[config.mk]
export PLATFORM = sky130hd
export DESIGN_NAME = box_slot_manager_flat
export DESIGN_NICKNAME = d
export VERILOG_FILES = /design/src/rtl/box_slot_manager_pkg.sv /design/src/rtl/box_slot_manager_if.sv /design/src/rtl/box_slot_manager_rr_arbiter.sv /design/src/rtl/box_slot_manager.sv /design/src/flat_wrapper.sv
export SDC_FILE = /design/constraint.sdc
export NUM_CORES = 1
export LEC_CHECK = 0
export ABC_AREA = 1
export BUFFER_PORTS_ARGS = -buffer_cell sky130_fd_sc_hd__buf_2
export CAP_MARGIN = 20
export CORE_UTILIZATION = 50
export CTS_CLUSTER_DIAMETER = 100
export DETAILED_ROUTE_END_ITERATION = 10
export GPL_ROUTABILITY_DRIVEN = 0
export PLACE_DENSITY_LB_ADDON = 0.1
export SLEW_MARGIN = 5
export SYNTH_ARGS = -nofsm -noshare
export SYNTH_HDL_FRONTEND = slang
export SYNTH_HIERARCHICAL = 1
export SYNTH_SLANG_ARGS = --single-unit
export TNS_END_PERCENT = 100
[constraint.sdc]
create_clock -name clk -period 8.6 [get_ports clk]
set_input_delay 0 -clock clk [delete_from_list [all_inputs] [get_ports clk]]
set_output_delay 0 -clock clk [all_outputs]
set_load 0.01 [all_outputs]
[src/rtl/box_slot_manager_pkg.sv]
// Shared types and helpers for the box slot manager: coordinate widths, box layout,
// collector FSM states and the box acceptance rule.
package box_pkg;

    localparam logic [11:0] H_ACT = 12'd1280;
    localparam logic [11:0] V_ACT = 12'd720;
    localparam int unsigned HW    = $clog2(H_ACT);
    localparam int unsigned VW    = $clog2(V_ACT);
    localparam int unsigned BOX_W = 2 * HW + 2 * VW + 24;

    // Field order matches the requester payload, MSB first.
    typedef struct packed {
        logic [HW-1:0] sx;
        logic [VW-1:0] sy;
        logic [HW-1:0] ex;
        logic [VW-1:0] ey;
        logic [23:0]   rgb;
    } box_t;

    typedef enum logic {
        S_COLLECT = 1'b0,
        S_COMMIT  = 1'b1
    } state_e;

    // All-zero coordinates are the downstream "no box" marker, so they are never stored.
    function automatic logic box_ok(input box_t b);
        logic inverted;
        logic empty;
        inverted = (b.sx > b.ex) || (b.sy > b.ey);
        empty    = (b.sx == '0) && (b.sy == '0) && (b.ex == '0) && (b.ey == '0);
        return !inverted && !empty;
    endfunction

endpackage

[src/rtl/box_slot_manager_if.sv]
// Requester-side valid/ready handshake bundle for the box slot manager.
interface box_slot_manager_if
    import box_pkg::*;
#(
    parameter int unsigned N_REQ = 2
);

    logic [N_REQ-1:0]       req_valid;
    logic [N_REQ-1:0]       req_ready;
    logic [N_REQ*BOX_W-1:0] req_box;

    modport master (output req_valid, output req_box, input req_ready);
    modport slave  (input req_valid, input req_box, output req_ready);

endinterface

[src/rtl/box_slot_manager_rr_arbiter.sv]
// Round-robin arbiter: one-hot grant among valid requesters, priority restarts
// just after the most recent grant.
module rr_arbiter #(
    parameter int unsigned N_REQ = 2
) (
    input  logic             clk,
    input  logic             rstn,
    input  logic             en,
    input  logic [N_REQ-1:0] req,
    output logic [N_REQ-1:0] gnt
);

    localparam int unsigned PW = (N_REQ > 1) ? $clog2(N_REQ) : 1;

    logic [PW-1:0]    ptr_q, ptr_d;
    logic [N_REQ-1:0] mask, hi, src;
    logic             found;

    always_comb begin
        mask  = '0;
        gnt   = '0;
        ptr_d = ptr_q;
        found = 1'b0;
        for (int i = 0; i < N_REQ; i++) begin
            mask[i] = (PW'(i) >= ptr_q);
        end
        // Requests at or above the pointer win; otherwise wrap to the lowest index.
        hi  = req & mask;
        src = (|hi) ? hi : req;
        if (!en) begin
            src = '0;
        end
        for (int i = 0; i < N_REQ; i++) begin
            if (src[i] && !found) begin
                found  = 1'b1;
                gnt[i] = 1'b1;
                ptr_d  = (i == N_REQ - 1) ? '0 : PW'(i + 1);
            end
        end
    end

    always_ff @(posedge clk or negedge rstn) begin
        if (!rstn) begin
            ptr_q <= '0;
        end else if (|gnt) begin
            ptr_q <= ptr_d;
        end
    end

endmodule

[src/rtl/box_slot_manager.sv]
// Collects boxes from several producers into a shadow slot array and commits it to the
// overlay slot buses once per frame. BOX_SLOT_HOLD_EN keeps the last set across empty frames.
module box_slot_manager
    import box_pkg::*;
#(
    parameter int unsigned N_BOX  = 4,
    parameter int unsigned N_REQ  = 2,
    parameter logic        VS_POL = 1'b1
`ifdef BOX_SLOT_HOLD_EN
    ,
    parameter int unsigned HOLD_FRAMES = 3
`endif
) (
    input  logic                       clk,
    input  logic                       rstn,
    input  logic                       i_vsync,
    box_slot_manager_if.slave          req_if,
    output logic [N_BOX*HW-1:0]        start_xs,
    output logic [N_BOX*VW-1:0]        start_ys,
    output logic [N_BOX*HW-1:0]        end_xs,
    output logic [N_BOX*VW-1:0]        end_ys,
    output logic [N_BOX*24-1:0]        colors,
    output logic [$clog2(N_BOX+1)-1:0] box_count,
    output logic [7:0]                 drop_cnt,
    output logic                       commit_pulse
);

    localparam int unsigned    CW    = $clog2(N_BOX + 1);
    localparam logic [CW-1:0]  NBoxC = CW'(N_BOX);

    state_e           state_q;
    logic             vs_q;
    logic [CW-1:0]    wr_ptr_q;
    box_t             shadow_q [N_BOX];
    box_t             slot_q   [N_BOX];
    logic [N_REQ-1:0] gnt;
    box_t             in_box;
    logic             xfer;
    logic             store;
    logic             frame_edge;
    logic             hold;

    rr_arbiter #(
        .N_REQ (N_REQ)
    ) u_arb (
        .clk  (clk),
        .rstn (rstn),
        .en   (state_q == S_COLLECT),
        .req  (req_if.req_valid),
        .gnt  (gnt)
    );

    assign req_if.req_ready = gnt;

    always_comb begin
        in_box = '0;
        for (int i = 0; i < N_REQ; i++) begin
            if (gnt[i]) begin
                in_box = box_t'(req_if.req_box[i*BOX_W +: BOX_W]);
            end
        end
    end

    assign xfer       = |gnt;
    assign store      = box_ok(in_box) && (wr_ptr_q != NBoxC);
    assign frame_edge = (i_vsync == VS_POL) && (vs_q != VS_POL);

`ifdef BOX_SLOT_HOLD_EN
    localparam int unsigned   HCW   = $clog2(HOLD_FRAMES + 1);
    localparam logic [HCW-1:0] HoldC = HCW'(HOLD_FRAMES);

    logic [HCW-1:0] hold_cnt_q;

    // Empty commits keep the previous set until the hold budget is used up.
    assign hold = (wr_ptr_q == '0) && (hold_cnt_q != HoldC);

    always_ff @(posedge clk or negedge rstn) begin
        if (!rstn) begin
            hold_cnt_q <= '0;
        end else if (state_q == S_COMMIT) begin
            if (hold) begin
                hold_cnt_q <= hold_cnt_q + 1'b1;
            end else if (wr_ptr_q != '0) begin
                hold_cnt_q <= '0;
            end
        end
    end
`else
    assign hold = 1'b0;
`endif

    always_ff @(posedge clk or negedge rstn) begin
        if (!rstn) begin
            state_q      <= S_COLLECT;
            vs_q         <= ~VS_POL;
            wr_ptr_q     <= '0;
            box_count    <= '0;
            drop_cnt     <= '0;
            commit_pulse <= 1'b0;
            for (int i = 0; i < N_BOX; i++) begin
                shadow_q[i] <= '0;
                slot_q[i]   <= '0;
            end
        end else begin
            vs_q         <= i_vsync;
            commit_pulse <= 1'b0;
            case (state_q)
                S_COLLECT: begin
                    if (xfer) begin
                        if (store) begin
                            for (int i = 0; i < N_BOX; i++) begin
                                if (wr_ptr_q == CW'(i)) begin
                                    shadow_q[i] <= in_box;
                                end
                            end
                            wr_ptr_q <= wr_ptr_q + 1'b1;
                        end else if (drop_cnt != 8'hFF) begin
                            drop_cnt <= drop_cnt + 1'b1;
                        end
                    end
                    if (frame_edge) begin
                        state_q <= S_COMMIT;
                    end
                end
                S_COMMIT: begin
                    commit_pulse <= 1'b1;
                    if (!hold) begin
                        for (int i = 0; i < N_BOX; i++) begin
                            slot_q[i] <= (CW'(i) < wr_ptr_q) ? shadow_q[i] : '0;
                        end
                        box_count <= wr_ptr_q;
                    end
                    for (int i = 0; i < N_BOX; i++) begin
                        shadow_q[i] <= '0;
                    end
                    wr_ptr_q <= '0;
                    state_q  <= S_COLLECT;
                end
                default: state_q <= S_COLLECT;
            endcase
        end
    end

    always_comb begin
        start_xs = '0;
        start_ys = '0;
        end_xs   = '0;
        end_ys   = '0;
        colors   = '0;
        for (int i = 0; i < N_BOX; i++) begin
            start_xs[i*HW +: HW] = slot_q[i].sx;
            start_ys[i*VW +: VW] = slot_q[i].sy;
            end_xs[i*HW +: HW]   = slot_q[i].ex;
            end_ys[i*VW +: VW]   = slot_q[i].ey;
            colors[i*24 +: 24]   = slot_q[i].rgb;
        end
    end

endmodule

[src/flat_wrapper.sv]
// flat-port wrapper written by rule: the top's interface ports become plain ports
module box_slot_manager_flat import box_pkg::*;
#(
    parameter int unsigned N_BOX  = 4,
    parameter int unsigned N_REQ  = 2,
    parameter logic        VS_POL = 1'b1

)
  (clk, rstn, i_vsync, start_xs, start_ys, end_xs, end_ys, colors, box_count, drop_cnt, commit_pulse, req_if_req_valid, req_if_req_box, req_if_req_ready);
  box_slot_manager_if #(.N_REQ(N_REQ)) req_if_i ();
  input  logic clk;
  input  logic rstn;
  input  logic i_vsync;
  output logic [N_BOX*HW-1:0] start_xs;
  output logic [N_BOX*VW-1:0] start_ys;
  output logic [N_BOX*HW-1:0] end_xs;
  output logic [N_BOX*VW-1:0] end_ys;
  output logic [N_BOX*24-1:0] colors;
  output logic [$clog2(N_BOX+1)-1:0] box_count;
  output logic [7:0] drop_cnt;
  output logic commit_pulse;
  input wire logic [$bits(req_if_i.req_valid)-1:0] req_if_req_valid;
  input wire logic [$bits(req_if_i.req_box)-1:0] req_if_req_box;
  output wire logic [$bits(req_if_i.req_ready)-1:0] req_if_req_ready;
  assign req_if_i.req_valid = req_if_req_valid;
  assign req_if_i.req_box = req_if_req_box;
  assign req_if_req_ready = req_if_i.req_ready;
  box_slot_manager #(.N_BOX(N_BOX), .N_REQ(N_REQ), .VS_POL(VS_POL)) u_core (.clk(clk), .rstn(rstn), .i_vsync(i_vsync), .req_if(req_if_i), .start_xs(start_xs), .start_ys(start_ys), .end_xs(end_xs), .end_ys(end_ys), .colors(colors), .box_count(box_count), .drop_cnt(drop_cnt), .commit_pulse(commit_pulse));
endmodule
After elaboration in Yosys (flattened, before gate mapping)
Index checks and enable logic that the tools add are counted.
{ "totals": {"register_bits": 546, "input_bits": 137, "output_inout_bits": 278, "word_cells": 123} }
{ "op_classes": {"n_addsub": 2, "order_cmp": 8, "n_eq_ne": 11, "mux": 25, "bitwise": 4, "n_reduce_logical": 26} }
{ "op_table": {"columns": ["op", "n"], "rows": [
  ["66-bit 2-to-1 mux", 10],
  ["264-bit 2-to-1 mux", 2],
  ["264-bit case mux with 2 select lines", 1],
  ["11-bit zero test", 2],
  ["10-bit zero test", 2],
  ["2-bit by 1-bit inequality test with 1-bit output (second input constant)", 6],
  ["3-bit AND reduction", 4],
  ["11-bit greater-than comparator", 1],
  ["10-bit greater-than comparator", 1],
  ["8-bit by 1-bit adder with 8-bit output (second input constant)", 1],
  ["8-bit inequality test (second input constant)", 1],
  ["1-bit logical AND", 7],
  ["3-bit by 2-bit == test with 1-bit output (second input constant)", 2],
  ["1-bit by 3-bit less-than comparator with 1-bit output (first input constant)", 2],
  ["2-bit by 3-bit less-than comparator with 1-bit output (first input constant)", 2],
  ["1-bit 2-to-1 mux", 6],
  ["3-bit 2-to-1 mux", 2],
  ["3-bit case mux with 2 select lines", 1],
  ["2-bit 2-to-1 mux", 2],
  ["2-bit AND reduction", 2],
  ["4-bit AND reduction", 1],
  ["2-bit OR reduction", 2],
  ["3-bit by 1-bit adder with 3-bit output (second input constant)", 1],
  ["3-bit by 1-bit == test with 1-bit output (second input constant)", 1],
  ["other kinds (9)", 14]
]} }

Longest topological paths before layout
Gate-level depths: netlist (run 1).
{ "depth": {"depth_word": 20, "mapped_depth": 32, "mapped_depth_nobuf": 25} }

Modules after synthesis
Netlist (run 1), hierarchy kept.
{ "by_module_without_submodules": {"columns": ["mod", "n_inst", "cells_each", "area_each_um2", "seq_area_each_um2"], "rows": [
  ["box_slot_manager", 1, 2895, 24298.3, 13638.1],
  ["rr_arbiter", 1, 10, 68.8, 25.0]
]} }

Worst setup path after synthesis (run 1)
OpenSTA, ideal clock, no wires.
{ "synth_path": {"path_type": "reg-to-reg", "start": "register u_core.state_q", "end": "register u_core/shadow_q[55] (netlist bit)", "setup_time_ns": 0.118, "arrival_ns": 3.670, "setup_slack_ns": 4.812, "stages_incl_launch_ff": 28, "cell_sequence": "dfrtp_1 > clkbuf_1 > inv_2 > clkbuf_1 > clkbuf_1 > nand2_1 > a21oi_2 > buf_6 > buf_6 > nor2_1 > nor2_1 > inv_1 > ha_1 > nand2_1 > nor2_1 > nand2_1 > nor2_1 > nand3_1 > nand2_1 > inv_1 > nand2_1 > nand2_2 > nand3_4 > nand2_2 > buf_4 > buf_6 > nand3_1 > nand2_1"} }
{ "synth_between": {"elab_chain_cells": 15, "elab_cells_between_ends": 31} }
{ "synth_rtl": {"columns": ["item", "line_no", "rtl"], "rows": [
  ["start: declaration", "box_slot_manager.sv:31", "state_e state_q;"],
  ["start signal: assignment", "box_slot_manager.sv:94", "state_q <= S_COLLECT;"],
  ["start signal: assignment", "box_slot_manager.sv:122", "state_q <= S_COMMIT;"],
  ["start signal: assignment", "box_slot_manager.sv:137", "state_q <= S_COLLECT;"],
  ["2-bit 2-to-1 mux *", "box_slot_manager_rr_arbiter.sv:30", "if (!en) begin"],
  ["1-bit 2-to-1 mux", "box_slot_manager_rr_arbiter.sv:34", "if (src[i] && !found) begin"],
  ["1-bit zero test", "box_slot_manager_rr_arbiter.sv:34", null],
  ["1-bit logical AND *", "box_slot_manager_rr_arbiter.sv:34", null],
  ["1-bit 2-to-1 mux *", "box_slot_manager_rr_arbiter.sv:34", null],
  ["net req_if_req_ready[1]", "flat_wrapper.sv:24", "output wire logic [$bits(req_if_i.req_ready)-1:0] req_if_req_ready;"],
  ["parallel branches: the longest is 10 deep, another holds 11-bit greater-than comparator", null, null],
  ["end signal: indexed assignment", "box_slot_manager.sv:113", "shadow_q[i] <= in_box;"],
  ["end: declaration", "box_slot_manager.sv:34", "box_t shadow_q [N_BOX];"]
]} }
Mark *: on every way through the listed nets, which the timed path passes. The select of a mux whose other input is x is not followed.
A chain may end at the register's enable or synchronous reset.

Worst setup path in the final report (run 1)
{ "layout_path": {"start": "register u_core.state_q", "end": "register u_core/shadow_q[210] (netlist bit)"} }
{ "layout_between": {"elab_chain_cells": 15, "elab_cells_between_ends": 31} }
{ "layout_rtl": {"columns": ["item"], "rows": [
  ["parallel branches: the longest is 15 deep, another holds 11-bit greater-than comparator"]
]} }
Parallel ways; which one is timed is not known. The select of a mux whose other input is x is not followed.

==> impl_metrics.toml, run 1 <==
[worst_setup_path]
path_class = "reg2reg"
required_ns = 9.08
path_cells = "inv_8 > nand2_1 > inv_2 > nand2_2 > inv_2 > inv_1 > nor2_4 > nand2_1 > nand2_1 > inv_1 > ha_1 > a21oi_1 > nor2_1 > a211oi_1 > a21oi_2 > nor2_4 > buf_4 > nand3_4 > nand3_1 > nand2_1"
endpoint = "u_core/shadow_q[210]"
critical-path-max-stage-delay_ns = 0.96
cp_num_buf_inv = 6
crit_slowest_cell = "nand3_4"
start_kind = "flop"
r2r_setup_slack_ns = 2.28
rr_endpoint = "u_core/shadow_q[210]"
worstPathArrival_ns = 6.80
r2r_start = "u_core/state_q"
critPathLaunch = "u_core/state_q"
cp.depth = 20
endpoint_kind = "flop"
path_delay_family = "simple AND/OR/NAND/NOR gates"
r2r.worst_path.cells = 20
path_common_cell = "nand2_1"
worstPathMaxFanout = 80

[floorplan]
die-area_um2 = 49600
die_w_um = 223
ios = 415
die_height_um = 223
core_um2 = 47900
num_rows = 80
start_util_pct = 50.8

[final_layout]
nFillCells = 4208
register_area_um2 = 13700
insertedDiodeCount = 0
post-route-util_pct = 60.4
final_layout_size_suffix_gt1_share_pct = 17.1
area_delta_synth_final_pct = 18.9
nets = 3373
multiInputGateArea_um2 = 9440

[yosys]
synth_ff_type = "dfrtp_1"
synth_nets = 3063
synth_top_area_share_pct = 56.1
syn_avg_cell_area_um2 = 8.39
yosys-top-cells-area = "dfrtp_1 (56%), nand2_1 (16%), nand3_1 (11%)"
synth_edf_count = 0
netlist_area_um2 = 24400
ys_ff_latch = 546
ys_seq_area_share_pct = 56.1
synthArstFlopShare_pct = 100
yosysTopAreaCell = "dfrtp_1"
yosys-top-cells-count = "nand2_1 (1016), nand3_1 (552), dfrtp_1 (546), nand4_1 (203), clkbuf_1 (156)"
yosysUniqueCellTypes = 32
ys_warn_count = 6
syn_inst = 2905
yosysMostFrequentCell = "nand2_1"

[cts]
post_cts_buffers = 0
clock_latency_ns = 0.63
cts.clk_slew.worst_paths_ns = 0.06
ctsHtreeMaxLevel = 2
cts_tree = "yes"
root_buffer = "clkbuf_16"
numCtsBuffers = 56
cts_sinks = 546
clock_path_buffers = 3

[power_and_ir_drop]
p_per_area_nw_per_um2 = 284
netSwitchingFraction_pct = 38.1
seq_power_share_pct = 41.9
internal_power_uw = 5090
ir_drop_mv = 0.204
power.leakage_uw = 0.0164
p_clk_share_pct = 29.8
finalPower_uw = 8220
combPwrFrac_pct = 28.2
power_switching_uw = 3130

[routing]
drtPass1Iterations = 5
wl_mm = 80.0
ant_nets = 0
dr.first_iter.drc_count = 2642
vias_per_cell = 5.84
via_count = 22600
drcViolationCount = 0
avgRoutedWirePerCell_um = 20.7

[outcome]
outcome = "complete, no violations"

[timing]
skew_ns = 0.0292
finalHoldViolCount = 0
rsz0062_at_grt = "no"
slew_headroom_pct = 25.0
tightest_slew_ns = 1.12
fin_tns_setup_ns = 0
setup_violations = 0
setup_ws_ns = 2.28
max_freq_mhz = 158
fin_crit_ns = 6.32
drv_slew = 0
fin_crit_sh_pct = 73.5

[run]
cap_violations = 0

[min_path]
hp-class = "in2reg"

[grt]
grt_pass1_vias = 21800
grt.overflow.total = 0
grt_pass1_wl_mm = 124
gr-usage-all-layers_pct = 32.1
antenna_found_initial = 1
grt_max_degree = 148

[placement]
place_ws_ns = 2.45
port_buffers = 414
dp_hpwl_mm = 48.0
sequential cells by signal, summed over array words and instances, names as in the netlist:
signal               count
u_core/u_arb/ptr_q       1
u_core/end_xs           44
u_core/start_ys         40
u_core/box_count         3
u_core/wr_ptr_q          3
u_core/vs_q              1
u_core/shadow_q        264
u_core/colors           96
u_core/commit_pulse      1
u_core/state_q           1
u_core/drop_cnt          8
u_core/end_ys           40
u_core/start_xs         44
power groups by stage:
stage          clock network, uW  registers, uW  logic, uW
2_1_floorplan                  0           3400       1440
3_3_place_gp                   0           3460       2210
3_5_place_dp                   0           3470       2250
4_1_cts                     2500           3440       2290
5_1_grt                     2590           3500       2520
6_report                    2450           3450       2320
routing by layer:
layer  global-route usage (%)  part of all wire, %  vias up
met5                        0                    0        -
met4                     12.4                  3.7        0
met3                     5.10                  7.6      160
met2                     50.1                   47     1090
met1                     45.0                   42    11100
li1                         -                    -    10300
cells by family (layout without fill, tap and decap cells):
| family | Yosys count | after routing | share of synthesized area, % |
|---|---|---|---|
| simple gates | 1884 | 1884 | 34.2 |
| buf+inv | 319 | 671 | 5.64 |
| fa+ha+maj | 21 | 21 | 1.08 |
| compound gates | 127 | 127 | 2.70 |
| flops | 546 | 546 | 56.1 |
| xor+xnor | 8 | 8 | 0.288 |
timing repair:
action                                  4_1_cts  5_1_grt
hold endpoints to repair                    231        0
hold buffers                                 62        0
gates resized for setup                       0        0
endpoints found under the setup margin        0        0
through the flow:
step                instance area, um2  hold WS [ns]  cells
floorplan                        24400        -0.296   2905
global placement                 26400         0.137   3708
detailed placement               26400         0.133   3708
CTS                              28900        0.0130   3870
global route                     29000        0.0545   3872
finish                           29000        0.0591   3872
cell usage in the layout (no fill, tap or decap), types with 7 or more instances in the layout:
master         count
nor2_1            94
inv_1             61
clkbuf_16         57
xor2_1             7
o21ai_0           76
ha_1              21
clkinv_2          10
nand2_1         1015
clkbuf_1          12
nand4_1          203
buf_2            413
clkbuf_8          14
o21ai_1            8
buf_4             24
dlygate4sd3_1     62
dfrtp_1          544
nand3_1          550
a21oi_1           33
worst min-delay path, stage by stage:
cell     delay, ns
buf_2         0.10
inv_1         0.04
nand2_1       0.04
nand2_1       0.16
nor2_1        0.14
nand3_1       0.10
nand2_1       0.05
area by class of cell:
class                           count  share of cell area (%)
Tap cell                          615                    2.66
Inverter                           68                   0.907
Timing Repair Buffer              503                    10.2
Clock buffer                       83                    5.75
Clock inverter                     17                   0.678
Sequential cell                   546                    47.2
Multi-Input combinational cell   2040                    32.6
worst min-delay path by stage:
stage | depth (start not counted) | startpoint | end | slack [ns]
floorplan | 0 | rstn | u_core/box_count[0] | -0.30
CTS | 7 | req_if_req_box[121] | u_core/shadow_q[55] | 0.01
detailed placement | 1 | i_vsync | u_core/vs_q | 0.13
finish | 7 | req_if_req_box[121] | u_core/shadow_q[55] | 0.06
global placement | 1 | i_vsync | u_core/vs_q | 0.14
global route | 5 | req_if_req_box[63] | u_core/shadow_q[63] | 0.05
Note: power is estimated with default switching activity, not from simulation.
==> run 2: changes to the inputs <==
--- a/config.mk
+++ b/config.mk
@@ -5,7 +5,7 @@
 export SDC_FILE = /design/constraint.sdc
 export NUM_CORES = 1
 export LEC_CHECK = 0
-export ABC_AREA = 1
+export ABC_AREA = 0
 export BUFFER_PORTS_ARGS = -buffer_cell sky130_fd_sc_hd__buf_2
 export CAP_MARGIN = 20
 export CORE_UTILIZATION = 50
==> constraint.sdc (replaced) <==
create_clock -name clk -period 6.3 [get_ports clk]
set_input_delay 0 -clock clk [delete_from_list [all_inputs] [get_ports clk]]
set_output_delay 0 -clock clk [all_outputs]
set_load 0.01 [all_outputs]
==> run 2 against run 1 <==
Compared with the run above: total power increased by 28%; largest cell class unchanged; core utilization is 1.3 points higher; count of clock-buffer cells in the layout up 3; non-clock buffer count down 27; setup slack worse by 1.6 ns; final cell count down 27%; largest power group unchanged.
==> impl_metrics.toml, run 2 <==
[outcome]
outcome = "complete, no violations"

[grt]
grt_pass1_vias = 16500
grt_pass1_wl_mm = 102
grt.overflow.total = 0
grt_util_met3_pct = 7.29
gr-usage-all-layers_pct = 28.9
busiest_layer = "met2"
grt_max_degree = 180
use_met2_pct = 44.1
antenna_found_initial = 16
use_met1_pct = 39.4

[power_and_ir_drop]
p_per_area_nw_per_um2 = 382
power.leakage_uw = 0.0140
ir_drop_mv = 0.236

[cts]
root_buffer = "clkbuf_16"
post_cts_buffers = 0
cts_tree = "yes"
cts.clk_slew.worst_paths_ns = 0.06
clock_path_buffers = 3
post_cts_resize_count = 0
clock_latency_ns = 0.61
ctsHtreeMaxLevel = 2
numCtsBuffers = 55
cts_sinks = 546

[yosys]
netlist_area_um2 = 22900
synth_mux_area_share_pct = 12.5
synthArstFlopShare_pct = 100
synth_edf_count = 0
ys_ff_latch = 546
syn_avg_cell_area_um2 = 12.7
yosys-top-cells-count = "dfrtp_1 (546), a22o_1 (279), nand2_1 (171), mux2i_1 (137), nor2b_1 (131)"
yosysMostFrequentCell = "dfrtp_1"
synth_compound_area_share_pct = 14.0
yosys.area_share.adder_pct = 1.19
ys_warn_count = 6
syn_inst = 1801
synth_top_family_by_area = "compound AO/OA/AOI/OAI gates"
synth_nets = 1959
synth_ff_type = "dfrtp_1"
ys_seq_area_share_pct = 59.7
yosysTopAreaCell = "dfrtp_1"
synthSimpleGateAreaFrac_pct = 9.12
yosys-top-cells-area = "dfrtp_1 (60%), a22o_1 (11%), mux2i_1 (6.0%)"
yosysUniqueCellTypes = 62
synth_top_area_share_pct = 59.7
synthXorXnorAreaFrac_pct = 0.498

[timing]
finalHoldViolCount = 0
setup_violations = 0
holdWs_ns = 0.0169
tightest_slew_ns = 1.08
fin_crit_ns = 5.64
fin_tns_setup_ns = 0
skew_ns = 0.0151
max_freq_mhz = 177
drv_slew = 0
fin_crit_sh_pct = 89.5
rsz0062_at_grt = "no"
slew_headroom_pct = 28.0

[floorplan]
core_um2 = 44700
die-area_um2 = 46600
die_height_um = 216
ios = 415
num_rows = 77
start_util_pct = 51.2
die_w_um = 216

[run]
cap_violations = 0

[worst_setup_path]
start_kind = "flop"
worstPathMaxFanout = 67
required_ns = 6.79
endpoint_kind = "flop"
path_class = "reg2reg"
worstPathArrival_ns = 6.12
r2r.worst_path.cells = 14

[final_layout]
largest-register = "u_core/shadow_q"
nets = 2348
layout_commonest_cell = "dfrtp_1"
area_delta_synth_final_pct = 20.6
largest_register_ffs = 264
final_cell_mix = "dfrtp_1 (545), buf_2 (413), a22o_1 (279)"
final_layout_size_suffix_gt1_share_pct = 30.0

[routing]
drcViolationCount = 0
via_count = 16400
vias_per_cell = 5.80
drtPass1Iterations = 6
dr.first_iter.drc_count = 1643
avgRoutedWirePerCell_um = 23.9
ant_nets = 0
wl_mm = 67.9

[min_path]
hp-class = "in2async"

[placement]
dp_hpwl_mm = 44.0
port_buffers = 414
run 2: cell count changes in the layout (fill, tap and decap cells not counted), sizes merged, moves of 55 or more:
cell,before,now
nor2b,0,131
nand3,555,2
nor2,99,44
o21ai,85,8
a22o,0,279
nand2,1021,171
inv,70,13
mux2i,0,137
nand4,203,5
mux2,0,132
run 2: per-layer routing:
metal  wire length, um  share of wire, %  up-vias
li1                  -                 -     7293
met4              2430               3.6        6
met3              5520               8.1      127
met2             30900                46      645
met1             29000                43     8371
met5                28             0.041        -
run 2: path summary, 6_finish.rpt:
check,start,end,slack (ns)
worst max-delay path,u_core/state_q,u_core/shadow_q[13],0.66
worst max register to register,u_core/state_q,u_core/shadow_q[13],0.66
worst min-delay path,rstn,u_core/start_ys[11],0.02
max in group asynchronous,rstn,u_core/state_q,4.67
worst min register to register,u_core/vs_q,u_core/state_q,0.42
min in group clk,req_if_req_box[0],u_core/shadow_q[66],0.02
run 2: critical path, stage by stage, from the launching register on:
cell and delay (ns):
dfrtp_4 0.63, inv_8 0.39, nand2_1 0.19, a21oi_2 0.13, buf_4 0.22, nor2b_4 0.80, a22o_1 0.35, ha_1 0.28
nor2b_1 0.14, o211ai_1 0.17, a31o_2 0.19, a31oi_2 0.38, nor4_4 0.39, buf_4 0.66, mux2_2 0.42
run 2: cells by family after synthesis:
kind of cell	after synthesis
buf+inv	156
flops	546
mux	269
fa+ha+maj	22
compound gates	382
simple gates	413
xor+xnor	13
run 2: layout make-up:
type	instances	area, um2
multi-input combinational	1099	8630
tap	592	741
fill	3638	17100
clock inverter	14	119
inverter	12	52.6
sequential	546	13700
timing repair buffer	476	2680
antenna	11	27.5
clock buffer	86	1670
run 2: repair_timing:
item,4_1_cts,5_1_grt
hold buffers,36,0
setup endpoints to repair,0,0
hold endpoints to repair,176,0
run 2: power by group:
part	switching, uW	internal (uW)	leakage [uW]
logic	1390	1170	0.00561
registers	498	4270	0.00752
clock network	1360	1860	0.000883
total	3240	7290	0.0140
run 2: stage by stage:
step	power, uW	instances	worst slack [ns]	utilization (%)	area [um2]
2_1_floorplan	6330	1801	1.27	-	22900
5_1_grt	11000	2833	0.365	61.7	27600
4_1_cts	10600	2824	0.786	61.6	27500
6_report	10500	2836	0.662	61.7	27600
3_5_place_dp	7330	2688	0.791	56.8	25400
3_3_place_gp	7270	2688	0.809	56.8	25400
